[config.mk]
export PLATFORM = sky130hd
export DESIGN_NAME = instr_fetch_queue
export DESIGN_NICKNAME = d
export VERILOG_FILES = /design/src/rtl/instr_fetch_queue.sv
export SDC_FILE = /design/constraint.sdc
export NUM_CORES = 1
export LEC_CHECK = 0
export ABC_CLOCK_PERIOD_IN_PS = 4090
export BUFFER_PORTS_ARGS = -buffer_cell sky130_fd_sc_hd__buf_2
export CAP_MARGIN = 20
export CORE_UTILIZATION = 49
export CTS_BUF_LIST = sky130_fd_sc_hd__clkbuf_8
export DETAILED_ROUTE_END_ITERATION = 16
export PLACE_DENSITY_LB_ADDON = 0.05
export SYNTH_ARGS = -nofsm -noshare
export SYNTH_HDL_FRONTEND = slang
export SYNTH_SLANG_ARGS = --single-unit
[constraint.sdc]
create_clock -name clk -period 4.09 [get_ports clk]
set_clock_uncertainty 0.05 [all_clocks]
set_input_delay 0.2045 -clock clk [delete_from_list [all_inputs] [get_ports clk]]
set_output_delay 0.2045 -clock clk [all_outputs]
set_load 0.01 [all_outputs]
[src/rtl/instr_fetch_queue.sv]
// Instruction prefetch queue: streams sequential reads from a 1-cycle-latency RAM and
// presents the head word to the core. Optional statistics counters under FETCH_STATS_EN.
module instr_fetch_queue #(
  parameter int ADDR_W = 11,
  parameter int DATA_W = 32,
  parameter int DEPTH  = 4
) (
  input  logic              clk,
  input  logic              rst_n,
  input  logic              redirect,
  input  logic [ADDR_W-1:0] redirect_pc,
  input  logic              consume,
  output logic [DATA_W-1:0] instr,
  output logic [ADDR_W-1:0] instr_pc,
  output logic              instr_valid,
  output logic              mem_rd_en,
  output logic [ADDR_W-1:0] mem_addr,
  input  logic [DATA_W-1:0] mem_rdata,
  output logic              state_dbg
`ifdef FETCH_STATS_EN
  ,
  output logic [31:0]       fetch_count,
  output logic [15:0]       flush_count
`endif
);

  localparam int PW = $clog2(DEPTH);
  localparam int CW = PW + 1;

  typedef enum logic {IDLE = 1'b0, RUN = 1'b1} state_t;

  state_t            state, state_nxt;
  logic [DATA_W-1:0] data_q [DEPTH];
  logic [ADDR_W-1:0] pc_q   [DEPTH];
  logic [PW-1:0]     rd_ptr, wr_ptr;
  logic [CW-1:0]     count;
  logic [ADDR_W-1:0] fetch_pc, inflight_pc;
  logic              inflight;
  logic              issue, push, pop;

  // Handshake: the head is offered while instr_valid=1; consume=1 in such a cycle
  // pops it at the edge. consume while instr_valid=0 has no effect.
  always_ff @(posedge clk or negedge rst_n) begin
    if (!rst_n) state <= IDLE;
    else        state <= state_nxt;
  end

  always_comb begin
    state_nxt = state;
    if (redirect) state_nxt = RUN;
  end

  // Credit includes the in-flight read so a returning word always finds a free slot.
  always_comb begin
    issue    = 1'b0;
    mem_addr = fetch_pc;
    if (redirect) begin
      issue    = 1'b1;
      mem_addr = redirect_pc;
    end else if (state == RUN && (count + CW'(inflight)) < CW'(DEPTH)) begin
      issue = 1'b1;
    end
    mem_rd_en = issue;
  end

  assign state_dbg   = (state == RUN);
  assign push        = inflight & ~redirect;
  assign instr_valid = (count != '0);
  assign pop         = consume & instr_valid & ~redirect;
  assign instr       = instr_valid ? data_q[rd_ptr] : '0;
  assign instr_pc    = instr_valid ? pc_q[rd_ptr]   : '0;

  always_ff @(posedge clk or negedge rst_n) begin
    if (!rst_n) begin
      rd_ptr      <= '0;
      wr_ptr      <= '0;
      count       <= '0;
      fetch_pc    <= '0;
      inflight    <= 1'b0;
      inflight_pc <= '0;
    end else if (redirect) begin
      rd_ptr      <= '0;
      wr_ptr      <= '0;
      count       <= '0;
      fetch_pc    <= redirect_pc + ADDR_W'(1);
      inflight    <= 1'b1;
      inflight_pc <= redirect_pc;
    end else begin
      if (push) wr_ptr <= wr_ptr + PW'(1);
      if (pop)  rd_ptr <= rd_ptr + PW'(1);
      count    <= count + CW'(push) - CW'(pop);
      inflight <= issue;
      if (issue) begin
        fetch_pc    <= fetch_pc + ADDR_W'(1);
        inflight_pc <= fetch_pc;
      end
    end
  end

  always_ff @(posedge clk) begin
    if (push) begin
      data_q[wr_ptr] <= mem_rdata;
      pc_q[wr_ptr]   <= inflight_pc;
    end
  end

`ifdef FETCH_STATS_EN
  // A redirect only counts as a flush when it throws away a queued or returning word.
  always_ff @(posedge clk or negedge rst_n) begin
    if (!rst_n) begin
      fetch_count <= '0;
      flush_count <= '0;
    end else begin
      if (push && fetch_count != '1) fetch_count <= fetch_count + 32'd1;
      if (redirect && (count != '0 || inflight) && flush_count != '1)
        flush_count <= flush_count + 16'd1;
    end
  end
`endif

endmodule
==> results of run 1 <==
-- stage by stage --
| step | power [mW] | hold slack [ps] | util, % | cells |
|---|---|---|---|---|
| after floorplan | 4.11 | -141 | - | 420 |
| final | 6.28 | 53.2 | 61.4 | 820 |
| after global routing | 6.63 | 77.2 | 61.4 | 820 |
| after detailed placement | 4.76 | 277 | 55.5 | 725 |
| after CTS | 6.39 | 21.2 | 61.4 | 820 |
| after global placement | 4.71 | 254 | 55.5 | 725 |
-- final timing paths --
kind | startpoint | end
setup / recovery | rd_ptr[0]$_DFFE_PN0P_ | instr_pc[10]
hold / removal | redirect_pc[0] | fetch_pc[0]$_DFFE_PN0P_
setup reg to reg | count[1]$_DFF_PN0_ | count[2]$_DFF_PN0_
hold reg to reg | inflight_pc[2]$_DFFE_PN0P_ | pc_q[0][2]$_DFFE_PP_
max in group asynchronous | rst_n | rd_ptr[0]$_DFFE_PN0P_
min in group asynchronous | rst_n | fetch_pc[1]$_DFFE_PN0P_
-- final cells by class --
type	instances	area (um^2)
Timing Repair Buffer	145	916
Sequential cell	203	5950
Fill cell	1226	6220
Inverter	9	38.8
Clock buffer	37	509
Multi-Input combinational cell	186	2120
Clock inverter	24	93.8
Tap cell	216	270
-- synthesized netlist by cell type (2+ instances only) --
cell | number | share of area [%]
dfrtp_1 | 31 | 9.4
o21ai_0 | 4 | 0.24
inv_1 | 7 | 0.32
a31oi_1 | 4 | 0.30
mux2_2 | 13 | 1.8
xnor2_1 | 6 | 0.64
buf_12 | 2 | 0.49
buf_2 | 7 | 0.43
nor2_1 | 7 | 0.32
mux2_4 | 10 | 1.8
xor2_1 | 3 | 0.32
nand2_1 | 2 | 0.091
and2_1 | 48 | 3.7
and3_1 | 3 | 0.23
and4_1 | 5 | 0.53
o31ai_1 | 5 | 0.46
edfxtp_1 | 172 | 63
mux4_2 | 43 | 12
clkbuf_1 | 11 | 0.50
nand3_1 | 11 | 0.67
ha_1 | 7 | 1.1
nor2b_1 | 2 | 0.15
-- cells in the final DEF (no fill, tap or decap), drive strengths merged, types with 6 or more instances in the layout --
cell           n
nand3         11
edfxtp       172
nor2           7
clkbuf        37
mux4          43
ha             7
inv           23
dfrtp         31
and2          49
xnor2          6
buf          111
clkinv        10
mux2          23
dlygate4sd3   34
-- where the power goes --
group	switching, mW	total [mW]	internal, mW
sequential	0.292	2.98	2.69
clock	0.755	1.58	0.830
combinational	0.837	1.72	0.881
total	1.88	6.28	4.40
-- worst max-delay path, cell delays in order, from the launching register on --
cell and delay (ps):
dfrtp_4 1040, mux4_2 600, and2_1 190, buf_2 140
-- cells by family after synthesis --
kind of cell             Yosys count  synth area share, %
multiplexers                      68                 15.7
adder cells (fa/ha/maj)            8                 1.31
XOR/XNOR                           9                0.959
AND/OR/NAND/NOR                   83                 6.09
buffers and inverters             31                 2.07
AO/OA/AOI/OAI                     18                 1.67
flip-flops                       203                 72.2
-- state kept, by name, indices dropped and copies added, names as in the netlist --
register     count
count            3
data_q         128
fetch_pc        11
inflight         1
inflight_pc     11
pc_q            44
rd_ptr           2
state_dbg        1
wr_ptr           2
-- routing by layer --
layer | track usage, % | wire, um | vias up
li1 | - | - | 1973
met3 | 4.17 | 794 | 18
met4 | 6.65 | 206 | 0
met2 | 31.8 | 7770 | 118
met1 | 25.0 | 6930 | 2201
met5 | 0 | 0 | -
-- timing repair --
action / 4_1_cts / 5_1_grt
gates resized for setup: 0 / 0
hold buffers: 34 / 0
endpoints found under the hold margin: 160 / 0
==> reports/results.txt, run 1 <==
sequential area share after synthesis: 72.2%
Reg2Reg Depth: 10
crit-path max FO: 45
vias in the first global route: 4755
worst skew pair latency: 500 ps
final setup TNS: 0 ps
Placed Area: 8950 um^2
drt pass-1 iters: 4
GPL Wtd Cong: 0.725
# DRC: 0
core box area: 16100 um^2
Syn Nets: 475
CP Capture Type: output port
CTS tree: done
final hold violation count: 0
Syn Area/Cell: 19.6 um^2
Req. time, crit path: 3840 ps
first-pass GRT wire length: 25.3 mm
status: finished, final reports clean
P_leak: 3.69 nW
Slew Limit Headroom: 37.9%
hold crit path type: input pin to flip-flop
DIE AREA: 17300 um^2
maximum VDD drop: 0.313 mV
chip width: 132 um
routed wire length: 15.7 mm
clock-pin slew of the registers on the worst-case setup and hold paths: 60 ps
postcts setup bufs: 0
diode count: 0
Post-synth EDFFs: 172
initial antenna violation count: 0
MaxCap Viol Count: 0
Synthesis Warnings: 0
Detail Route Antenna Nets: 0
Vias/cell: 5.26
final setup fails: 0
Synth Cell Area: 8220 um^2
PwrDens: 635 nW/um^2
clk buf depth: 3
dpl ws: 1740 ps
design area: 9890 um^2
Synth Flop Type: edfxtp_1
hold path depth: 3
Port Buffer Count: 103
Slew @ Worst Pin: 931 ps
CTS sink cnt: 203
htree depth: 2
post-DP HPWL: 9.10 mm
Synth Instances: 420
WL per Instance: 19.1 um
DRT iter0 DRCs: 165
Max Clk Rate: 0.363 GHz
row count: 46
Worst setup SP type: flip-flop
Final Slew Violations: 0
largest net degree at the start of global routing: 46
period utilization: 67.4%
# IOs: 104
worst setup margin: 1330 ps
Async SR Flop Fraction: 15.3%
starting density of the core: 51.0%
cts bufs inserted: 34
Final nets: 634
Die H: 132 um
area delta synth->final: 20.3%
crit path DAT: 2500 ps
via count: 4310
RSZ-0062 raised after global routing: no
crit path kind: flip-flop to output port
GRT Total Usage: 19.1%
share of cells above drive strength 1: 38.4%
Distinct cells, synth: 39
Seq cells post-synth: 203
Final min period: 2760 ps
grt ovf: 0
R2R setup slack: 1760 ps
Clk Tree Root Cell: clkbuf_8
No activity file was read; power rests on OpenSTA's default activity.
==> run 2, diff against run 1 <==
--- a/config.mk
+++ b/config.mk
@@ -5,7 +5,7 @@
 export SDC_FILE = /design/constraint.sdc
 export NUM_CORES = 1
 export LEC_CHECK = 0
-export ABC_CLOCK_PERIOD_IN_PS = 4090
+export ABC_CLOCK_PERIOD_IN_PS = 2600
 export BUFFER_PORTS_ARGS = -buffer_cell sky130_fd_sc_hd__buf_2
 export CAP_MARGIN = 20
 export CORE_UTILIZATION = 49
==> constraint.sdc (replaced) <==
create_clock -name clk -period 2.6 [get_ports clk]
set_clock_uncertainty 0.05 [all_clocks]
set_input_delay 0.13 -clock clk [delete_from_list [all_inputs] [get_ports clk]]
set_output_delay 0.13 -clock clk [all_outputs]
set_load 0.01 [all_outputs]
==> run 2 against run 1 <==
Net effect: flip-flop and latch count is the same; non-clock buffer count grew 6; design area grew 0.96%; combinational power grew 74%; routed wire length shrank 1.9%; final cell count shrank 0.24%; sequential share of layout area shrank 0.57 points; critical path type unchanged; critical endpoint is now instr_pc[6]; largest power group unchanged; highest routed layer unchanged.
==> reports/results.txt, run 2 (synthesized netlist as in run 1, its figures left out) <==
P_leak: 3.70 nW (+0.45%)
final setup TNS: 0 ps (unchanged)
drt pass-1 iters: 4 (unchanged)
# DRC: 0 (unchanged)
chip width: 132 um (unchanged)
CTS sink cnt: 203 (unchanged)
routed wire length: 15.4 mm (-1.9%)
maximum VDD drop: 0.521 mV (+67%)
Finished Core Util: 62.0% (+0.59 points)
via count: 4279 (-0.72%)
clock share of power: 24.2% (-1.0 points)
share of cells above drive strength 1: 38.5% (+0.13 points)
P_int: 6.95 mW (+58%)
worst setup margin: 254 ps (-1080 ps)
Worst path slowest cell: mux4_2
DRT iter0 DRCs: 222 (+35%)
clk buf depth: 3 (unchanged)
MaxCap Viol Count: 0 (unchanged)
final setup fails: 0 (unchanged)
diode count: 0 (unchanged)
hold path depth: 3 (unchanged)
CP Capture Type: output port
R2R setup slack: 280 ps (-1480 ps)
Crit Reg-Reg Endpoint: count[2]$_DFF_PN0_
worst r2r src: count[1]$_DFF_PN0_
filler cell count in the final layout: 1246 (+1.6%)
Clk Tree Root Cell: clkbuf_8
Max Clk Rate: 0.426 GHz
crit-path max FO: 18 (-60%)
most common cell after layout, fill and taps aside: edfxtp_1
critical hold path startpoint: redirect_pc[8]
first-pass GRT wire length: 24.4 mm (-3.5%)
area delta synth->final: 21.4%
fin cells: 818 (-0.24%)
CTS tree: done
# IOs: 104 (unchanged)
sequential share of power: 45.4% (-2.0 points)
Net Sw Power: 2.95 mW (+57%)
Final Slew Violations: 0 (unchanged)
combinational share of power: 30.3% (+3.0 points)
GPL Wtd Cong: 0.800 (+10%)
hold endpoint: inflight_pc[8]$_DFFE_PN0P_
cts repair resizes: 0 (unchanged)
Biggest register: data_q
core box area: 16100 um^2 (unchanged)
starting density of the core: 51.0% (unchanged)
PwrDens: 991 nW/um^2 (+56%)
Worst setup SP type: flip-flop
Placed Cells: 726 (+0.14%)
Vias/cell: 5.23 (-0.48%)
htree depth: 2 (unchanged)
Die H: 132 um (unchanged)
crit path DAT: 2170 ps (-330 ps)
crit path kind: flip-flop to output port
clock-pin slew of the registers on the worst-case setup and hold paths: 60 ps (about the same)
switching portion of total power: 29.8% (-0.19 points)
grt ovf: 0 (unchanged)
critical path cell sequence: buf_4 -> mux4_2 -> and2_1 -> buf_2
Slew @ Worst Pin: 716 ps (-215 ps)
Fin Hold WS: 28.1 ps (-25.1 ps)
row count: 46 (unchanged)
Final min period: 2350 ps
final hold violation count: 0 (unchanged)
dpl ws: 274 ps (-1470 ps)
worst skew pair latency: 500 ps (about the same)
CP max stage delay: 570 ps (-470 ps)
commonest cells after routing, fill and taps aside: 172 x edfxtp_1, 103 x buf_2, 44 x and2_1
Port Buffer Count: 103 (unchanged)
WL per Instance: 18.8 um (-1.6%)
RSZ-0062 raised after global routing: no
hold crit path type: input pin to flip-flop
largest net degree at the start of global routing: 46 (unchanged)
period utilization: 90.2%
Req. time, crit path: 2420 ps (-1420 ps)
Reg2Reg Depth: 10 (unchanged)
GRT Total Usage: 18.5% (-0.70 points)
biggest regs: data_q x128, pc_q x44
Detail Route Antenna Nets: 0 (unchanged)
Final nets: 640 (+0.95%)
Slew Limit Headroom: 52.3% (+14 points)
vias in the first global route: 4538 (-4.6%)
initial antenna violation count: 0 (unchanged)
post-DP HPWL: 8.70 mm (-4.4%)
DIE AREA: 17300 um^2 (unchanged)
status: finished, final reports clean
cts bufs inserted: 34 (unchanged)
Largest register FFs: 128 (unchanged)
## run 2: cell types whose count changed in the layout (fill, tap and decap cells not counted)
cell           delta
buf_12            +6
buf_4             -5
clkbuf_8          -1
clkinv_1          -5
clkinv_2          -1
clkinvlp_4        +1
dlygate4sd3_1     +5
inv_1             -2
## run 2: worst max-delay path, delay by kind of cell, from the launching register on
family	cells	cell delay, ps
AND/OR/NAND/NOR	1	180
flip-flops	1	420
buffers and inverters	2	490
multiplexers	1	570
## run 2: metrics by stage
step | instance area (um^2) | power (mW)
final | 9990 | 9.89
after global routing | 9990 | 10.5
after CTS | 9990 | 10.1
after detailed placement | 9030 | 7.59
after global placement | 9030 | 7.53
after floorplan | 8220 | 6.47
## run 2: worst max path at each step
stage,startpoint,end,slack (ps),cells past startpoint
6_report,rd_ptr[0]$_DFFE_PN0P_,instr_pc[6],250,4
5_1_grt,rd_ptr[0]$_DFFE_PN0P_,instr[2],130,4
4_1_cts,rd_ptr[0]$_DFFE_PN0P_,instr_pc[9],180,4
3_5_place_dp,count[1]$_DFF_PN0_,count[2]$_DFF_PN0_,270,10
3_3_place_gp,count[1]$_DFF_PN0_,count[2]$_DFF_PN0_,330,10
2_1_floorplan,count[1]$_DFF_PN0_,count[2]$_DFF_PN0_,250,11
## run 2: per-layer routing
metal | vias to the layer above | share of wire (%) | GRT usage [%]
met5 | - | 0 | 0
met4 | 0 | 1.5 | 5.23
met3 | 23 | 5.1 | 4.75
met2 | 110 | 48 | 30.0
met1 | 2171 | 45 | 24.6
li1 | 1975 | - | -
## run 2: cell type report
type,count,area (um^2),share of cell area (%)
Sequential cell,203,5950,59.5
Multi-Input combinational cell,186,2120,21.2
Timing Repair Buffer,151,1050,10.5
Clock buffer,36,495,4.96
Tap cell,216,270,2.71
Clock inverter,17,70.1,0.702
Inverter,9,38.8,0.388
## run 2: power by group through the flow
| stage | Sequential (mW) | Clock, mW | Combinational (mW) |
|---|---|---|---|
| 2_1_floorplan | 4.47 | 0 | 2.01 |
| 3_3_place_gp | 4.51 | 0 | 3.02 |
| 3_5_place_dp | 4.56 | 0 | 3.03 |
| 4_1_cts | 4.50 | 2.48 | 3.09 |
| 5_1_grt | 4.55 | 2.63 | 3.29 |
| 6_report | 4.49 | 2.40 | 3.00 |
## run 2: timing repair
item                      4_1_cts  5_1_grt
hold buffers                   39        0
hold endpoints to repair      168        0
setup buffers                   0        0
==> run 3, diff against run 2 <==
--- a/config.mk
+++ b/config.mk
@@ -5,6 +5,7 @@
 export SDC_FILE = /design/constraint.sdc
 export NUM_CORES = 1
 export LEC_CHECK = 0
+export ABC_AREA = 1
 export ABC_CLOCK_PERIOD_IN_PS = 2600
 export BUFFER_PORTS_ARGS = -buffer_cell sky130_fd_sc_hd__buf_2
 export CAP_MARGIN = 20
==> run 3 against run 2 <==
Net effect: design area grew 2.3%; flip-flop and latch count is the same; register-to-register slack lost 70 ps; critical path depth grew 1; first-iteration DRC count grew 44%; combinational power grew 4%; largest cell class unchanged; largest power group unchanged.
==> reports/results.txt, run 3 <==
crit path kind: flip-flop to output port
CP Depth: 5 (+1)
diode count: 0 (unchanged)
Final Slew Violations: 0 (unchanged)
CTS sink cnt: 203 (unchanged)
Worst setup SP type: flip-flop
total power: 10.1 mW (+1.9%)
worst setup margin: 164 ps (-89.7 ps)
Synth area leader: edfxtp_1
CP max stage delay: 520 ps (-50 ps)
vias in the first global route: 5564 (+23%)
met2 usage: 35.7% (+5.7 points)
chip width: 133 um (+0.92%)
cts repair resizes: 0 (unchanged)
CTS tree: done
Port Buffer Count: 103 (unchanged)
starting density of the core: 50.3% (-0.69 points)
final hold violation count: 0 (unchanged)
Synth Flop Type: edfxtp_1
status: finished, final reports clean
fin cells: 1132 (+38%)
hold crit path type: input pin to flip-flop
crit-path max FO: 44 (+26)
Slew Limit Headroom: 52.2% (-0.099 points)
area delta synth->final: 21.9%
Detail Route Antenna Nets: 0 (unchanged)
CP bufs+invs: 2 (unchanged)
period utilization: 93.7% (+3.5 points)
top-count cell post-synth: nor2_1
Critical Path End: instr[31]
crit path DAT: 2260 ps (+90 ps)
sequential area share after synthesis: 70.9% (-1.3 points)
Clk Tree Root Cell: clkbuf_8
row count: 47 (+2.2%)
GRT Total Usage: 20.9% (+2.4 points)
commonest cells in the netlist: 192 x nor2_1, 172 x edfxtp_1, 90 x o21ai_0, 68 x nand2_1, 46 x a21oi_1
Synth Instances: 729 (+74%)
share of cells above drive strength 1: 21.5% (-17 points)
biggest regs: data_q x128, pc_q x44
Vias/cell: 5.14 (-1.8%)
Seq cells post-synth: 203 (unchanged)
WL per Instance: 15.8 um (-16%)
cts bufs inserted: 34 (unchanged)
core box area: 16600 um^2 (+3.3%)
clock-pin slew of the registers on the worst-case setup and hold paths: 50 ps (about the same)
Reg2Reg Depth: 12 (+2)
post-synth top area share: 61.6% (-1.2 points)
post-DP HPWL: 9.82 mm (+13%)
Crit Reg-Reg Endpoint: count[2]$_DFF_PN0_
filler cell count in the final layout: 1332 (+6.9%)
Syn Nets: 784 (+65%)
Worst path slowest cell: buf_4
routed wire length: 17.9 mm (+16%)
Distinct cells, synth: 33 (-15%)
Placed Cells: 1029 (+42%)
GPL Wtd Cong: 0.791 (-1.2%)
Post-synth EDFFs: 172 (unchanged)
crit path from: count[1]$_DFF_PN0_
Req. time, crit path: 2420 ps (about the same)
Largest register FFs: 128 (unchanged)
via count: 5815 (+36%)
htree depth: 2 (unchanged)
P_leak: 4.02 nW (+8.5%)
# IOs: 104 (unchanged)
CP Capture Type: output port
dpl ws: 221 ps (-53.1 ps)
Die H: 133 um (+0.92%)
grt ovf: 0 (unchanged)
Async SR Flop Fraction: 15.3% (unchanged)
largest net degree at the start of global routing: 88 (+91%)
DIE AREA: 17600 um^2 (+1.8%)
worst skew pair latency: 500 ps (about the same)
Fin Hold WS: 36.5 ps (+8.39 ps)
worst r2r src: count[1]$_DFF_PN0_
most common cell after layout, fill and taps aside: nor2_1
Max Clk Rate: 0.410 GHz (-3.7%)
Placed Area: 9150 um^2 (+1.3%)
synth top area cells: edfxtp_1 62%, dfrtp_1 9.3%, nor2_1 8.6%, o21ai_0 5.4%, nand2_1 3.0%
RSZ-0062 raised after global routing: no
first-pass GRT wire length: 28.4 mm (+16%)
final setup fails: 0 (unchanged)
GR Layer Usage met3: 4.25% (-0.49 points)
met1 usage: 26.9% (+2.3 points)
R2R setup slack: 210 ps (-70 ps)
commonest cells after routing, fill and taps aside: 188 x nor2_1, 172 x edfxtp_1, 103 x buf_2
Final min period: 2440 ps (+89.7 ps)
Synth Cell Area: 8380 um^2 (+1.9%)
drt pass-1 iters: 4 (unchanged)
Biggest register: data_q
maximum VDD drop: 0.532 mV (+2.0%)
delay-heaviest family, CP: buffers and inverters
Final nets: 944 (+48%)
Synthesis Warnings: 0 (unchanged)
clk buf depth: 3 (unchanged)
# DRC: 0 (unchanged)
PwrDens: 988 nW/um^2 (-0.32%)
Syn Area/Cell: 11.5 um^2 (-41%)
Slew @ Worst Pin: 717 ps (+1.49 ps)
MaxCap Viol Count: 0 (unchanged)
design area: 10200 um^2 (+2.3%)
GR peak layer: met2
critical path cell sequence: or2_2 -> nor2_4 -> buf_4 -> a21oi_1 -> buf_2
DRT iter0 DRCs: 320 (+44%)
initial antenna violation count: 0 (unchanged)
## run 3: cell types whose count changed after synthesis, moves of 8 or more
cell | before | now
nand2_1 | 2 | 68
o21ai_1 | 0 | 8
nor2_1 | 7 | 192
o21ai_0 | 4 | 90
mux2_2 | 13 | 0
nand2_2 | 0 | 11
inv_1 | 7 | 22
mux4_2 | 43 | 0
buf_2 | 7 | 18
and2_1 | 48 | 0
a21oi_1 | 1 | 46
mux2_4 | 10 | 0
## run 3: layout make-up
type	instances	area, um^2	area share (%)
Inverter	27	106	1.04
Timing Repair Buffer	163	1110	10.9
Tap cell	220	275	2.70
Multi-Input combinational cell	460	2150	21.1
Clock inverter	20	82.6	0.809
Clock buffer	39	537	5.26
Sequential cell	203	5940	58.2
## run 3: worst register-to-register path: stages (launching register included)
cell	delay, ps
dfrtp_1	440
or2_2	360
nor2_4	90
nor2_1	50
inv_1	70
nor2_1	40
ha_1	290
inv_1	60
ha_1	130
inv_1	50
fa_1	370
and3_1	170
nor3_1	120
## run 3: logic make-up after synthesis
kind of cell,share of synthesized area (%)
AOI/OAI and AO/OA,9.27
and+or+nand+nor,14.7
buffers and inverters,3.73
xor gates and xnor gates,0.105
adders and majority gates,1.28
DFF,70.9
## run 3: routing by layer
metal  share of wire (%)  wire length, um
met1                  44             7810
met2                  49             8810
met3                 5.8             1050
met4                 1.5              263
met5                   0                0
## run 3: worst min path at each step
stage / startpoint / endpoint / slack [ps] / cells after the start
after floorplan: rst_n / count[0]$_DFF_PN0_ / -220 / 0
after global placement: rst_n / fetch_pc[8]$_DFFE_PN0P_ / 180 / 1
after detailed placement: rst_n / fetch_pc[8]$_DFFE_PN0P_ / 170 / 1
after CTS: redirect_pc[7] / inflight_pc[7]$_DFFE_PN0P_ / 10 / 5
after global routing: redirect_pc[7] / inflight_pc[7]$_DFFE_PN0P_ / 60 / 5
final: redirect_pc[7] / inflight_pc[7]$_DFFE_PN0P_ / 40 / 5
## run 3: through the flow
| step | setup TNS (ps) | utilization (%) |
|---|---|---|
| 2_1_floorplan | -56090 | - |
| 3_3_place_gp | 0 | 55.0 |
| 3_5_place_dp | 0 | 55.0 |
| 4_1_cts | 0 | 61.4 |
| 5_1_grt | 0 | 61.4 |
| 6_report | 0 | 61.4 |
## run 3: where the power goes
group          switching (mW)  total (mW)  internal [mW]
Clock                    1.17        2.54           1.36
Sequential              0.235        4.44           4.20
Combinational            2.06        3.11           1.05
## run 3: timing repair
action                    in CTS  in global routing
hold endpoints to repair     174                  0
setup buffers                  0                  0
hold buffers                  44                  0
